File: src/rtl/wb_pkg.sv
// Shared types and constants for the writeback controller and its FIFO.
// No logic here; widths mirror the register file (32 regs x 32 bits).
// wb_entry_t is the unit of storage: one sanitised writeback pair.
package wb_pkg;

    localparam int WB_AW    = 5;
    localparam int WB_DW    = 32;
    localparam int WB_LANES = 2;

    localparam logic [WB_AW-1:0] REG_ZERO = 5'd0;

    typedef struct packed {
        logic [WB_LANES-1:0] we;     // bit0 = lane1, bit1 = lane2
        logic [WB_AW-1:0]    reg1;
        logic [WB_AW-1:0]    reg2;
        logic [WB_DW-1:0]    data1;
        logic [WB_DW-1:0]    data2;
    } wb_entry_t;

endpackage

File: src/rtl/regfile_writeback_ctrl_if.sv
// Writeback request bundle from execute into the writeback controller.
// Purely wiring; no latency.
// Backpressure: req_ready from the controller, transfer when req_valid && req_ready.
interface regfile_writeback_ctrl_if #(
    parameter int AW = 5,
    parameter int DW = 32
);
    logic          req_valid;
    logic          req_ready;
    logic [1:0]    req_we;
    logic [AW-1:0] req_reg1;
    logic [AW-1:0] req_reg2;
    logic [DW-1:0] req_data1;
    logic [DW-1:0] req_data2;

    modport master (
        output req_valid, req_we, req_reg1, req_reg2, req_data1, req_data2,
        input  req_ready
    );

    modport slave (
        input  req_valid, req_we, req_reg1, req_reg2, req_data1, req_data2,
        output req_ready
    );
endinterface

File: src/rtl/wb_fifo.sv
// Circular buffer of writeback pairs with a flat view of all slots for forwarding.
// Push lands on the next edge; head is combinational from storage.
// No internal backpressure: the caller must not push when full nor pop when empty.
module wb_fifo
    import wb_pkg::*;
#(
    parameter int DEPTH = 4,
    localparam int PW = $clog2(DEPTH),
    localparam int CW = PW + 1
) (
    input  logic                      clk,
    input  logic                      rst_n,
    input  logic                      push,
    input  wb_entry_t                 push_ent,
    input  logic                      pop,
    output wb_entry_t                 head,
    output logic [CW-1:0]             count,
    output logic [PW-1:0]             rd_ptr,
    output wb_entry_t [DEPTH-1:0]     ents
);

    wb_entry_t [DEPTH-1:0] mem_q, mem_d;
    logic [PW-1:0]         wr_ptr_q, wr_ptr_d;
    logic [PW-1:0]         rd_ptr_q, rd_ptr_d;
    logic [CW-1:0]         count_q, count_d;

    // Next-state: write at tail, advance pointers, count tracks net change.
    always_comb begin
        mem_d    = mem_q;
        wr_ptr_d = wr_ptr_q;
        rd_ptr_d = rd_ptr_q;
        if (push) begin
            mem_d[wr_ptr_q] = push_ent;
            wr_ptr_d        = wr_ptr_q + PW'(1);
        end
        if (pop) begin
            rd_ptr_d = rd_ptr_q + PW'(1);
        end
        count_d = count_q + CW'(push) - CW'(pop);
    end

    // State registers; reset empties the buffer.
    always_ff @(posedge clk or negedge rst_n) begin
        if (!rst_n) begin
            mem_q    <= '0;
            wr_ptr_q <= '0;
            rd_ptr_q <= '0;
            count_q  <= '0;
        end else begin
            mem_q    <= mem_d;
            wr_ptr_q <= wr_ptr_d;
            rd_ptr_q <= rd_ptr_d;
            count_q  <= count_d;
        end
    end

    assign head   = mem_q[rd_ptr_q];
    assign count  = count_q;
    assign rd_ptr = rd_ptr_q;
    assign ents   = mem_q;

endmodule

File: src/rtl/regfile_writeback_ctrl.sv
// Buffers paired writeback results and drains one pair per cycle to the register file; forwards pending data.
// Latency: push to RegWrite_signal strobe is 2 edges when empty and unstalled; forwarding is combinational.
// Backpressure: req_ready drops when the FIFO is full; rf_stall holds the head and zeroes strobes.
module regfile_writeback_ctrl
    import wb_pkg::*;
#(
    parameter int DEPTH = 4,
    parameter int AW    = WB_AW,
    parameter int DW    = WB_DW
) (
    input  logic                     clk,
    input  logic                     rst_n,
    regfile_writeback_ctrl_if.slave  req,
    input  logic                     rf_stall,
    output logic [WB_LANES-1:0]      RegWrite_signal,
    output logic [AW-1:0]            WriteReg1,
    output logic [AW-1:0]            WriteReg2,
    output logic [DW-1:0]            WriteData1,
    output logic [DW-1:0]            WriteData2,
    input  logic [AW-1:0]            fwd_addr_a,
    input  logic [AW-1:0]            fwd_addr_b,
    output logic                     fwd_hit_a,
    output logic [DW-1:0]            fwd_data_a,
    output logic                     fwd_hit_b,
    output logic [DW-1:0]            fwd_data_b,
    output logic                     busy
);

    localparam int PW = $clog2(DEPTH);
    localparam int CW = PW + 1;

    wb_entry_t             push_ent, head;
    wb_entry_t [DEPTH-1:0] fifo_ents;
    logic [CW-1:0]         fifo_count;
    logic [PW-1:0]         fifo_rd_ptr;
    logic [WB_LANES-1:0]   san_we;
    logic                  do_push, do_pop;

    logic [WB_LANES-1:0]   regwrite_q, regwrite_d;
    logic [AW-1:0]         write_reg1_q, write_reg1_d, write_reg2_q, write_reg2_d;
    logic [DW-1:0]         write_data1_q, write_data1_d, write_data2_q, write_data2_d;

    // Ready depends only on occupancy so execute never sees a combinational path from rf_stall.
    assign req.req_ready = (fifo_count != CW'(DEPTH));

    // Sanitise lanes: r0 writes vanish, a same-destination pair keeps only lane2, empty pairs are dropped.
    always_comb begin
        san_we = req.req_we;
        if (req.req_reg1 == REG_ZERO) san_we[0] = 1'b0;
        if (req.req_reg2 == REG_ZERO) san_we[1] = 1'b0;
        if (san_we == 2'b11 && req.req_reg1 == req.req_reg2) san_we[0] = 1'b0;
        push_ent = '{we: san_we, reg1: req.req_reg1, reg2: req.req_reg2,
                     data1: req.req_data1, data2: req.req_data2};
        do_push  = req.req_valid && req.req_ready && (san_we != '0);
        do_pop   = (fifo_count != '0) && !rf_stall;
    end

    wb_fifo #(.DEPTH(DEPTH)) u_fifo (
        .clk      (clk),
        .rst_n    (rst_n),
        .push     (do_push),
        .push_ent (push_ent),
        .pop      (do_pop),
        .head     (head),
        .count    (fifo_count),
        .rd_ptr   (fifo_rd_ptr),
        .ents     (fifo_ents)
    );

    // Output stage: strobes pulse only on a pop; address/data hold otherwise.
    always_comb begin
        regwrite_d    = '0;
        write_reg1_d  = write_reg1_q;
        write_reg2_d  = write_reg2_q;
        write_data1_d = write_data1_q;
        write_data2_d = write_data2_q;
        if (do_pop) begin
            regwrite_d    = head.we;
            write_reg1_d  = head.reg1;
            write_reg2_d  = head.reg2;
            write_data1_d = head.data1;
            write_data2_d = head.data2;
        end
    end

    // Output stage registers; reset discards anything in flight.
    always_ff @(posedge clk or negedge rst_n) begin
        if (!rst_n) begin
            regwrite_q    <= '0;
            write_reg1_q  <= '0;
            write_reg2_q  <= '0;
            write_data1_q <= '0;
            write_data2_q <= '0;
        end else begin
            regwrite_q    <= regwrite_d;
            write_reg1_q  <= write_reg1_d;
            write_reg2_q  <= write_reg2_d;
            write_data1_q <= write_data1_d;
            write_data2_q <= write_data2_d;
        end
    end

    assign RegWrite_signal = regwrite_q;
    assign WriteReg1       = write_reg1_q;
    assign WriteReg2       = write_reg2_q;
    assign WriteData1      = write_data1_q;
    assign WriteData2      = write_data2_q;
    assign busy            = (fifo_count != '0) || (regwrite_q != '0);

    // Scan oldest to newest so later matches overwrite earlier ones; lane2 checked after lane1.
    function automatic logic [DW:0] fwd_lookup(input logic [AW-1:0] addr);
        logic          hit;
        logic [DW-1:0] dat;
        wb_entry_t     e;
        logic [PW-1:0] idx;
        hit = 1'b0;
        dat = '0;
        if (regwrite_q[0] && write_reg1_q == addr) begin hit = 1'b1; dat = write_data1_q; end
        if (regwrite_q[1] && write_reg2_q == addr) begin hit = 1'b1; dat = write_data2_q; end
        for (int i = 0; i < DEPTH; i++) begin
            if (i < int'(fifo_count)) begin
                idx = fifo_rd_ptr + PW'(i);
                e   = fifo_ents[idx];
                if (e.we[0] && e.reg1 == addr) begin hit = 1'b1; dat = e.data1; end
                if (e.we[1] && e.reg2 == addr) begin hit = 1'b1; dat = e.data2; end
            end
        end
        if (addr == REG_ZERO) begin
            hit = 1'b0;
            dat = '0;
        end
        return {hit, dat};
    endfunction

    // Two independent forwarding ports for decode's source operands.
    always_comb begin
        {fwd_hit_a, fwd_data_a} = fwd_lookup(fwd_addr_a);
        {fwd_hit_b, fwd_data_b} = fwd_lookup(fwd_addr_b);
    end

endmodule

File: src/flat_wrapper.sv
// flat-port wrapper written by rule: the top's interface ports become plain ports
module regfile_writeback_ctrl_flat import wb_pkg::*;
#(
    parameter int DEPTH = 4,
    parameter int AW    = WB_AW,
    parameter int DW    = WB_DW
)
  (clk, rst_n, rf_stall, RegWrite_signal, WriteReg1, WriteReg2, WriteData1, WriteData2, fwd_addr_a, fwd_addr_b, fwd_hit_a, fwd_data_a, fwd_hit_b, fwd_data_b, busy, req_req_valid, req_req_we, req_req_reg1, req_req_reg2, req_req_data1, req_req_data2, req_req_ready);
  regfile_writeback_ctrl_if #(.AW(AW), .DW(DW)) req_i ();
  input  logic clk;
  input  logic rst_n;
  input  logic rf_stall;
  output logic [WB_LANES-1:0] RegWrite_signal;
  output logic [AW-1:0] WriteReg1;
  output logic [AW-1:0] WriteReg2;
  output logic [DW-1:0] WriteData1;
  output logic [DW-1:0] WriteData2;
  input  logic [AW-1:0] fwd_addr_a;
  input  logic [AW-1:0] fwd_addr_b;
  output logic fwd_hit_a;
  output logic [DW-1:0] fwd_data_a;
  output logic fwd_hit_b;
  output logic [DW-1:0] fwd_data_b;
  output logic busy;
  input wire logic [$bits(req_i.req_valid)-1:0] req_req_valid;
  input wire logic [$bits(req_i.req_we)-1:0] req_req_we;
  input wire logic [$bits(req_i.req_reg1)-1:0] req_req_reg1;
  input wire logic [$bits(req_i.req_reg2)-1:0] req_req_reg2;
  input wire logic [$bits(req_i.req_data1)-1:0] req_req_data1;
  input wire logic [$bits(req_i.req_data2)-1:0] req_req_data2;
  output wire logic [$bits(req_i.req_ready)-1:0] req_req_ready;
  assign req_i.req_valid = req_req_valid;
  assign req_i.req_we = req_req_we;
  assign req_i.req_reg1 = req_req_reg1;
  assign req_i.req_reg2 = req_req_reg2;
  assign req_i.req_data1 = req_req_data1;
  assign req_i.req_data2 = req_req_data2;
  assign req_req_ready = req_i.req_ready;
  regfile_writeback_ctrl #(.DEPTH(DEPTH), .AW(AW), .DW(DW)) u_core (.clk(clk), .rst_n(rst_n), .req(req_i), .rf_stall(rf_stall), .RegWrite_signal(RegWrite_signal), .WriteReg1(WriteReg1), .WriteReg2(WriteReg2), .WriteData1(WriteData1), .WriteData2(WriteData2), .fwd_addr_a(fwd_addr_a), .fwd_addr_b(fwd_addr_b), .fwd_hit_a(fwd_hit_a), .fwd_data_a(fwd_data_a), .fwd_hit_b(fwd_hit_b), .fwd_data_b(fwd_data_b), .busy(busy));
endmodule
File: config.mk
export PLATFORM = sky130hd
export DESIGN_NAME = regfile_writeback_ctrl_flat
export DESIGN_NICKNAME = d
export VERILOG_FILES = /design/src/rtl/wb_pkg.sv /design/src/rtl/regfile_writeback_ctrl_if.sv /design/src/rtl/wb_fifo.sv /design/src/rtl/regfile_writeback_ctrl.sv /design/src/flat_wrapper.sv
export SDC_FILE = /design/constraint.sdc
export NUM_CORES = 1
export LEC_CHECK = 0
export CAP_MARGIN = 20
export CORE_UTILIZATION = 40
export CTS_CLUSTER_DIAMETER = 150
export DETAILED_ROUTE_END_ITERATION = 12
export GPL_ROUTABILITY_DRIVEN = 1
export HOLD_SLACK_MARGIN = 0.02
export PLACE_DENSITY = 0.69
export SLEW_MARGIN = 20
export SYNTH_ARGS = -nofsm -noshare
export SYNTH_HDL_FRONTEND = slang
export SYNTH_HIERARCHICAL = 1
export SYNTH_SLANG_ARGS = --single-unit
File: constraint.sdc
create_clock -name clk -period 4.2 [get_ports clk]
set_input_delay 0.63 -clock clk [delete_from_list [all_inputs] [get_ports clk]]
set_output_delay 0.63 -clock clk [all_outputs]
set_load 0.02 [all_outputs]
==> results_dict.tcl <==
set metrics [dict create \
    power_switching_mw 17.02 \
    synth.top_cell.area_share_pct 31.47 \
    cts_made_buffers 48 \
    hold_ws_ns 0.06988 \
    firstDrtPassIters 7 \
    violations "negative setup slack" \
    grtUsageTotal_pct 27.34 \
    sw_frac_of_total_pct 44.35 \
    grt_max_degree 162 \
    worstReg2RegStart "u_core/u_fifo/count[1]" \
    rsz0062_at_grt "true" \
    r2r_slack_ns 1.44 \
    drt_iter0_markers 2724 \
    async_reset_ff_share_pct 100.0 \
    pre_cts_ws_ns -0.5685 \
    timing.rr.end "u_core/u_fifo/ents[292]" \
    io_buffers 233 \
    antenna_found_initial 2 \
    slew_viol_final 0 \
    syn_inst 2893 \
    synth-seq-area-share_pct 31.47 \
    power.density_nw_per_um2 944.2 \
    synth_area_leaders "dfrtp_1 31%, mux2_2 17%, mux2i_1 13%, mux4_2 9.1%, nand2_1 3.5%" \
    die_x_um 279.4 \
    reg2reg_depth 6 \
    clock_latency_ns 0.61 \
    clock_skew_ns 0.01959 \
    grt-ovfl-total 0 \
    p_leak_nw 16.95 \
    dpl_cell_area_sq_um 36690 \
    synth_most_common_cell "mux2_2" \
    core-area_sq_um 76080 \
    setup_ws_ns -0.4947 \
    cts-root-buf "clkbuf_16" \
    cts_num_sinks 387 \
    clk_pin_slew_worst_paths_ns 0.06 \
    crit_slowest_cell "dfrtp_4" \
    place.gp.congestion 0.9372 \
    pwr-share-comb_pct 67.5 \
    hold_path.class "in -> async" \
    viasPerCell 6.131 \
    post_drt_wl_per_cell_um 24.85 \
    min_period_ns 4.695 \
    clockBufferDepth 3 \
    ir_worst_vdd_v 0.0005540 \
    cts_tree "done" \
    start_kind "register" \
    syn_nets 2990 \
    setup_violations 66 \
    die_h_um 279.4 \
    drv_cap 0 \
    dp_hpwl_mm 69.45 \
    drive_above_1_share_pct 41.18 \
    std_cell_rows 101 \
    slowest_delay_ns 0.59 \
    end_kind "output port" \
    syn_avg_cell_area_sq_um 10.64 \
    synth_largest_area_cell "dfrtp_1" \
    grt_pass1_wl_mm 164.2 \
    hold_viol 0 \
    critical_path_arrival_ns 4.06 \
    totalWireLength_mm 109.5 \
    synth.cell_area_sq_um 30780 \
    crit_chain "buf_6, buf_12, mux2i_4, buf_4, xnor2_1, nor3_2, o221ai_2, buf_4, nor2_4, buf_12, buf_12, mux2i_1, o22ai_1, a211oi_1, buf_4, clkdlybuf4s15_2" \
    ys_ff_latch 387 \
    synth-edff-count 0 \
    ys_top_cells_by_count "478 x mux2_2, 412 x mux2i_1, 387 x dfrtp_1" \
    tightest_slew_ns 0.9793 \
    cp.required_ns 3.57 \
    ant_nets 0 \
    routed-via-count 27009 \
    synth_cell_types 82 \
    grt_pass1_vias 26988 \
    run_status "complete, but fails checks" \
    internal-power_mw 21.35 \
    design_area_sq_um 40640 \
    critPathMaxFanout 8 \
    ys_warn_count 6 \
    synthFlopType "dfrtp_1" \
    die_area_sq_um 78060 \
    clockPowerShare_pct 11.2 \
    start_util_pct 40.46 \
    post-route-period-util_pct 111.8 \
    path_class "reg -> out" \
    area_delta_synth_final_pct 32.05 \
    relSlewSlack_pct 34.72 \
    ios 234 \
    drc_errors 0 \
    fmax_ghz 0.2130 \
    pwr-share-seq_pct 21.2 \
    cts-htree-levels 2 \
    ctsHoldBuffers 0 \
    nets 3434 \
]
worst max-delay path by stage:
| stage | slack, ns | to | start | cells past startpoint |
|---|---|---|---|---|
| 6_report | -0.49 | fwd_data_b[5] | u_core/u_fifo/rd_ptr[1] | 16 |
| 3_3_place_gp | -0.51 | fwd_data_a[1] | fwd_addr_a[2] | 13 |
| 5_1_grt | -0.59 | fwd_data_a[8] | u_core/u_fifo/rd_ptr[1] | 14 |
| 2_1_floorplan | 0.12 | fwd_data_a[0] | u_core/u_fifo/rd_ptr[0] | 10 |
| 3_5_place_dp | -0.57 | fwd_data_a[0] | fwd_addr_a[2] | 13 |
| 4_1_cts | -0.43 | fwd_data_a[27] | u_core/u_fifo/rd_ptr[1] | 15 |
sequential cells by signal, summed over array words and instances (netlist names):
name,count
u_core/WriteReg2,5
u_core/RegWrite_signal,2
u_core/WriteData1,32
u_core/u_fifo/wr_ptr_q,2
u_core/WriteData2,32
u_core/u_fifo/ents,304
u_core/u_fifo/count,3
u_core/u_fifo/rd_ptr,2
u_core/WriteReg1,5
layout make-up:
class / instances / area, sq um
fill: 6478 / 35440
multi-input combinational: 2233 / 20920
sequential: 387 / 9692
timing repair buffer: 660 / 7066
clock buffer: 62 / 1355
tap: 1030 / 1289
clock inverter: 24 / 277.8
inverter: 7 / 33.78
antenna: 2 / 5.005
placed cells by master, fill, tap and decap left out, types with 13 or more instances in the layout:
master           Yosys  layout
buf_16               0      13
o22ai_1             33      32
o21ai_0            107     102
a221o_1             32      32
mux2_1              26      26
mux2_2             478     477
a311oi_2             0      16
clkdlybuf4s50_1      0     166
clkbuf_16            0      52
a211oi_1            39      15
xnor2_1             72      64
o221ai_1            26      15
buf_6                9      69
a21oi_1            134     113
mux4_2             125     126
a2111oi_2           20      17
a22oi_1             36      36
mux2i_1            412     393
a21oi_2              1      21
buf_4               38     304
a211oi_2             0      23
nand2_1            283     275
xor2_1              45      41
buf_12               2      86
nor2_1             174     160
dfrtp_1            387     385
metrics by stage:
step / total power [mW] / instances / utilization, % / TNS [ns]
floorplan: 23.25 / 2893 / - / 0
global placement: 31.17 / 4240 / 48.23 / -22.77
detailed placement: 31.66 / 4240 / 48.23 / -23.52
CTS: 37.37 / 4379 / 52.49 / -20.47
global route: 40.46 / 4405 / 53.42 / -31.61
finish: 38.37 / 4405 / 53.42 / -25.00
cell families (layout without fill, tap and decap cells):
logic type,Yosys count,count (layout),share of synthesized area [%]
mux,1042,1042,41.07
simple gates,566,566,8.041
compound gates,501,501,11.23
flops,387,387,31.47
buf+inv,273,753,4.553
xor+xnor,117,117,3.330
fa+ha+maj,7,7,0.3090
other cells,0,2,0
metal layers:
| metal | up-vias | routed length, um | GRT usage [%] |
|---|---|---|---|
| li1 | 11819 | - | - |
| met1 | 13471 | 44660 | 35.56 |
| met2 | 1394 | 50170 | 43.40 |
| met3 | 325 | 9096 | 5.238 |
| met4 | 0 | 5520 | 13.80 |
| met5 | - | 0 | 0 |
critical path, delay by kind of cell, from the launching register on:
kind | cells | cell delay, ns
mux | 2 | 0.41
simple gates | 2 | 0.33
compound gates | 3 | 0.54
xor+xnor | 1 | 0.15
flops | 1 | 0.59
buf+inv | 8 | 1.43
what timing repair did:
| action | CTS | global route |
|---|---|---|
| gates cloned | 16 | 3 |
| pin swaps | 76 | 43 |
| setup buffers | 44 | 29 |
| resized for setup | 514 | 99 |
| hold endpoints to repair | 0 | 0 |
| endpoints found under the setup margin | 66 | 66 |
power groups by stage:
stage	Combinational, mW	Sequential [mW]	Clock, mW
4_1_cts	24.9	8.02	4.40
5_1_grt	27.5	8.40	4.54
3_5_place_dp	23.6	8.05	0
3_3_place_gp	23.3	7.92	0
6_report	25.9	8.14	4.32
2_1_floorplan	15.7	7.60	0
Power figures use the tool's default switching activity.
